===== src/rtl/scan_decoder.sv =====
// rtl/scan_decoder.sv - registered W-to-2^W one-hot decoder with auto-scan sequencer
module scan_decoder #(
  parameter int W          = 3,
  parameter int DWELL      = 4,
  parameter int ACTIVE_LOW = 0
) (
  input  logic            clk,
  input  logic            rst_n,
  input  logic            en,
  input  logic            mode,
  input  logic [W-1:0]    x,
  input  logic [W-1:0]    last,
  output logic [2**W-1:0] y,
  output logic [W-1:0]    idx,
  output logic            wrap
);

  localparam int N  = 2**W;
  localparam int CW = (DWELL > 1) ? $clog2(DWELL) : 1;

  // Idle level of every output line; XORing a one-hot vector with it yields the final polarity.
  localparam logic [N-1:0]  INACTIVE = {N{ACTIVE_LOW != 0}};
  localparam logic [CW-1:0] CNT_MAX  = CW'(DWELL - 1);

  logic [CW-1:0] cnt;
  logic [CW-1:0] cnt_n;
  logic [W-1:0]  idx_n;
  logic          wrap_n;
  logic [N-1:0]  y_n;

  // Next channel, dwell count, wrap flag and decoded output for the coming edge.
  always_comb begin
    idx_n  = idx;
    cnt_n  = cnt;
    wrap_n = 1'b0;
    y_n    = INACTIVE;
    if (en) begin
      if (!mode) begin
        idx_n = x;
        cnt_n = '0;
      end else if (cnt == CNT_MAX) begin
        cnt_n = '0;
        // Any index at or beyond last (e.g. left over from direct mode) falls back to channel 0.
        if (idx < last) begin
          idx_n = idx + 1'b1;
        end else begin
          idx_n  = '0;
          wrap_n = 1'b1;
        end
      end else begin
        cnt_n = cnt + 1'b1;
      end
      y_n = (N'(1) << idx_n) ^ INACTIVE;
    end
  end

  // All outputs are registered; disabling blanks y but keeps idx/cnt so a scan resumes in place.
  always_ff @(posedge clk or negedge rst_n) begin
    if (!rst_n) begin
      idx  <= '0;
      cnt  <= '0;
      wrap <= 1'b0;
      y    <= INACTIVE;
    end else begin
      idx  <= idx_n;
      cnt  <= cnt_n;
      wrap <= wrap_n;
      y    <= y_n;
    end
  end

endmodule

===== config.mk =====
export PLATFORM = sky130hd
export DESIGN_NAME = scan_decoder
export DESIGN_NICKNAME = d
export VERILOG_FILES = /design/src/rtl/scan_decoder.sv
export SDC_FILE = /design/constraint.sdc
export NUM_CORES = 1
export LEC_CHECK = 0
export BUFFER_PORTS_ARGS = -buffer_cell sky130_fd_sc_hd__buf_2
export CORE_MARGIN = 3
export CORE_UTILIZATION = 52
export CTS_CLUSTER_SIZE = 24
export DETAILED_ROUTE_END_ITERATION = 8
export PLACE_DENSITY = 0.83
export SYNTH_ARGS = -nofsm -noshare
export SYNTH_HDL_FRONTEND = slang
export SYNTH_SLANG_ARGS = --single-unit

===== constraint.sdc =====
create_clock -name clk -period 2.7 [get_ports clk]
set_input_delay 0 -clock clk [delete_from_list [all_inputs] [get_ports clk]]
set_output_delay 0 -clock clk [all_outputs]
set_load 0.01 [all_outputs]

==> impl_metrics.ini <==
[grt]
grt_overflow = 0
grt_usage = 0.165
grt_max_degree = 17
grt_pass1_vias = 515
grt_first_pass_wirelength_um = 2210
grt_antenna_before_repair = 0

[power]
clockPowerShare = 0.279
switching_share = 0.293
p_sw_uw = 154
p_seq_frac = 0.470
combinationalPowerShare = 0.251
power.leakage_uw = 0.000449
powerDensity_mw_per_mm2 = 597
vdd_drop_max_v = 0.000579
total_power_uw = 525
p_int_uw = 371

[timing]
tightest_slew_ns = 0.655
fmax_mhz = 500
finalSetupTns_ns = 0
period_needed_ns = 2.00
finalSetupViolations = 0
rsz0062_at_grt = false
post-route-period-util = 0.740
maxSlewHeadroom = 0.561
hold_violations = 0
fin_skew_ns = 0.00943
slew_viol_final = 0

[worst_setup_path]
start_kind = flip-flop
rr_endpoint = y[2]$_DFF_PN0_
crit_fanout = 9
path_class = flip-flop to flip-flop
r2r_start = idx[2]$_DFFE_PN0P_
crit_required_ns = 2.87
crit_chain = ha_1 > a21oi_1 > o21ai_2 > o31ai_2 > and4bb_2
ff2ff_path_depth = 5
crit_arrival_ns = 2.17
ff2ff_setup_slack_ns = 0.70
cp-end-kind = flip-flop
critPathMaxStageDelay_ns = 0.57
crit_path_top_delay_cell = o31ai_2

[floorplan]
initial_core_util = 0.598
die_area_mm2 = 0.00186
die_h_um = 43.2
core_mm2 = 0.00120
row_count = 12
io_pins = 22
fp.dieW_um = 43.2

[clocking]
cts.clk_slew.worst_paths_ns = 0.08
cts_buffer_depth = 2
clock-sinks = 14
cts_tree = built
htreeDepth = 1
clkLatencyLatePin_ns = 0.28
cts-root-buf = clkbuf_4
numCtsBuffers = 3
cts_resized = 0

[detailed_routing]
ant_nets = 0
drc = 0
vias = 517
vias_per_cell = 5.44
drt_first_pass_iters = 4
routed_wl_um = 1350
post_drt_wl_per_cell_um = 14.2
drt_iter0_markers = 7

[place]
gp_congestion = 0.766
hpwl_um = 1020
io_buffers = 21

[synthesis]
syn_nets = 71
synth_cell_types = 29
ys.flop_type = dfrtp_1
post_synth.cell_area_avg_um2 = 12.6
synth_edf_count = 0
synth-seq-cells = 14
syn-cell-area_um2 = 718
synthCells = 57
synth_warnings = 0
yosysSeqAreaShare = 0.488
synth-async-reset-ratio = 1.00

[final_layout]
diodes = 0
area_delta_synth_final_pct = 22.3
drive_gt1_frac = 0.481
nFillCells = 87
nets = 96

[hold_path]
worstHoldPathCells = 3
hp-class = input pin to flip-flop
whs_endpoint = cnt[1]$_DFFE_PN0P_
min-delay-start = mode

[flow_run]
cap_violations = 0

[outcome]
status = finished, final reports clean
-- cell usage after synthesis (2+ instances only) --
| library cell | count | area [µm²] |
|---|---|---|
| and4bb_2 | 2 | 25.0 |
| nand2_1 | 4 | 15.0 |
| inv_1 | 4 | 15.0 |
| dfrtp_1 | 14 | 350 |
| nor2b_1 | 2 | 12.5 |
| ha_1 | 4 | 50.1 |
| mux2_2 | 3 | 33.8 |
| a31oi_1 | 2 | 12.5 |
| and4b_1 | 2 | 20.0 |
-- worst max-delay path: cells and delay by family, from the launching register on --
kind	cells	cell delay, ns
DFF	1	0.41
AOI/OAI and AO/OA	3	0.87
adders and majority gates	1	0.30
and+or+nand+nor	1	0.30
-- power groups by stage --
stage	combinational (µW)	sequential, µW	clock, µW
6_report	132	247	146
5_1_grt	147	250	161
4_1_cts	134	247	150
3_5_place_dp	132	251	0
3_3_place_gp	127	250	0
2_1_floorplan	80.7	257	0
-- sequential cells by signal, summed over array words and instances (netlist names) --
register  count
cnt           2
idx           3
y             8
wrap          1
-- routing by layer --
metal / GRT usage / routed length, µm
met1: 0.175 / 553
met2: 0.277 / 702
met3: 0.0763 / 70
met4: 0.0723 / 25
met5: 0 / 0
-- repair_timing --
action                    CTS  global route
buffers inserted            0             0
hold endpoints to repair   14             0
hold buffers                1             0
-- logic make-up (layout without fill, tap and decap cells) --
kind of cell / count (synthesis) / in the layout / synth area share
xor+xnor: 1 / 1 / 0.0122
buf+inv: 6 / 30 / 0.0331
flops: 14 / 14 / 0.488
fa+ha+maj: 4 / 4 / 0.0697
mux: 4 / 4 / 0.0610
simple gates: 20 / 20 / 0.232
compound gates: 8 / 8 / 0.105
-- how the worst max path moves through the flow --
stage                            start              to  depth (start not counted)
global placement    idx[2]$_DFFE_PN0P_  y[2]$_DFF_PN0_                          5
global route        idx[2]$_DFFE_PN0P_  y[2]$_DFF_PN0_                          5
detailed placement  idx[2]$_DFFE_PN0P_  y[2]$_DFF_PN0_                          5
CTS                 idx[2]$_DFFE_PN0P_  y[2]$_DFF_PN0_                          5
floorplan           idx[2]$_DFFE_PN0P_  y[2]$_DFF_PN0_                          5
finish              idx[2]$_DFFE_PN0P_  y[2]$_DFF_PN0_                          5
-- layout make-up --
cell class	instances	area, µm²	area share
timing repair buffer	22	115	0.131
inverter	4	15.0	0.0171
multi-input combinational	37	344	0.392
clock buffer	4	36.3	0.0413
tap	14	17.5	0.0199
sequential	14	350	0.399
-- layout by cell type, fill, tap and decap left out, drive strengths merged, types with 3 or more instances in the layout --
cell type	count
clkbuf	4
o21ai	3
nand2	4
mux2	3
dfrtp	14
nor2b	3
buf	21
and4b	3
inv	4
ha	4
-- through the flow --
step	hold slack, ns	utilization	worst slack (ns)	area (µm²)	std cells
after floorplan	-0.296	-	0.884	718	57
after global placement	-0.0959	0.693	0.821	832	90
after detailed placement	-0.0941	0.693	0.705	832	90
after CTS	0.0727	0.731	0.694	878	95
after global routing	0.0871	0.731	0.565	878	95
final	0.0735	0.731	0.701	878	95
(Power assumes the default switching activity.)
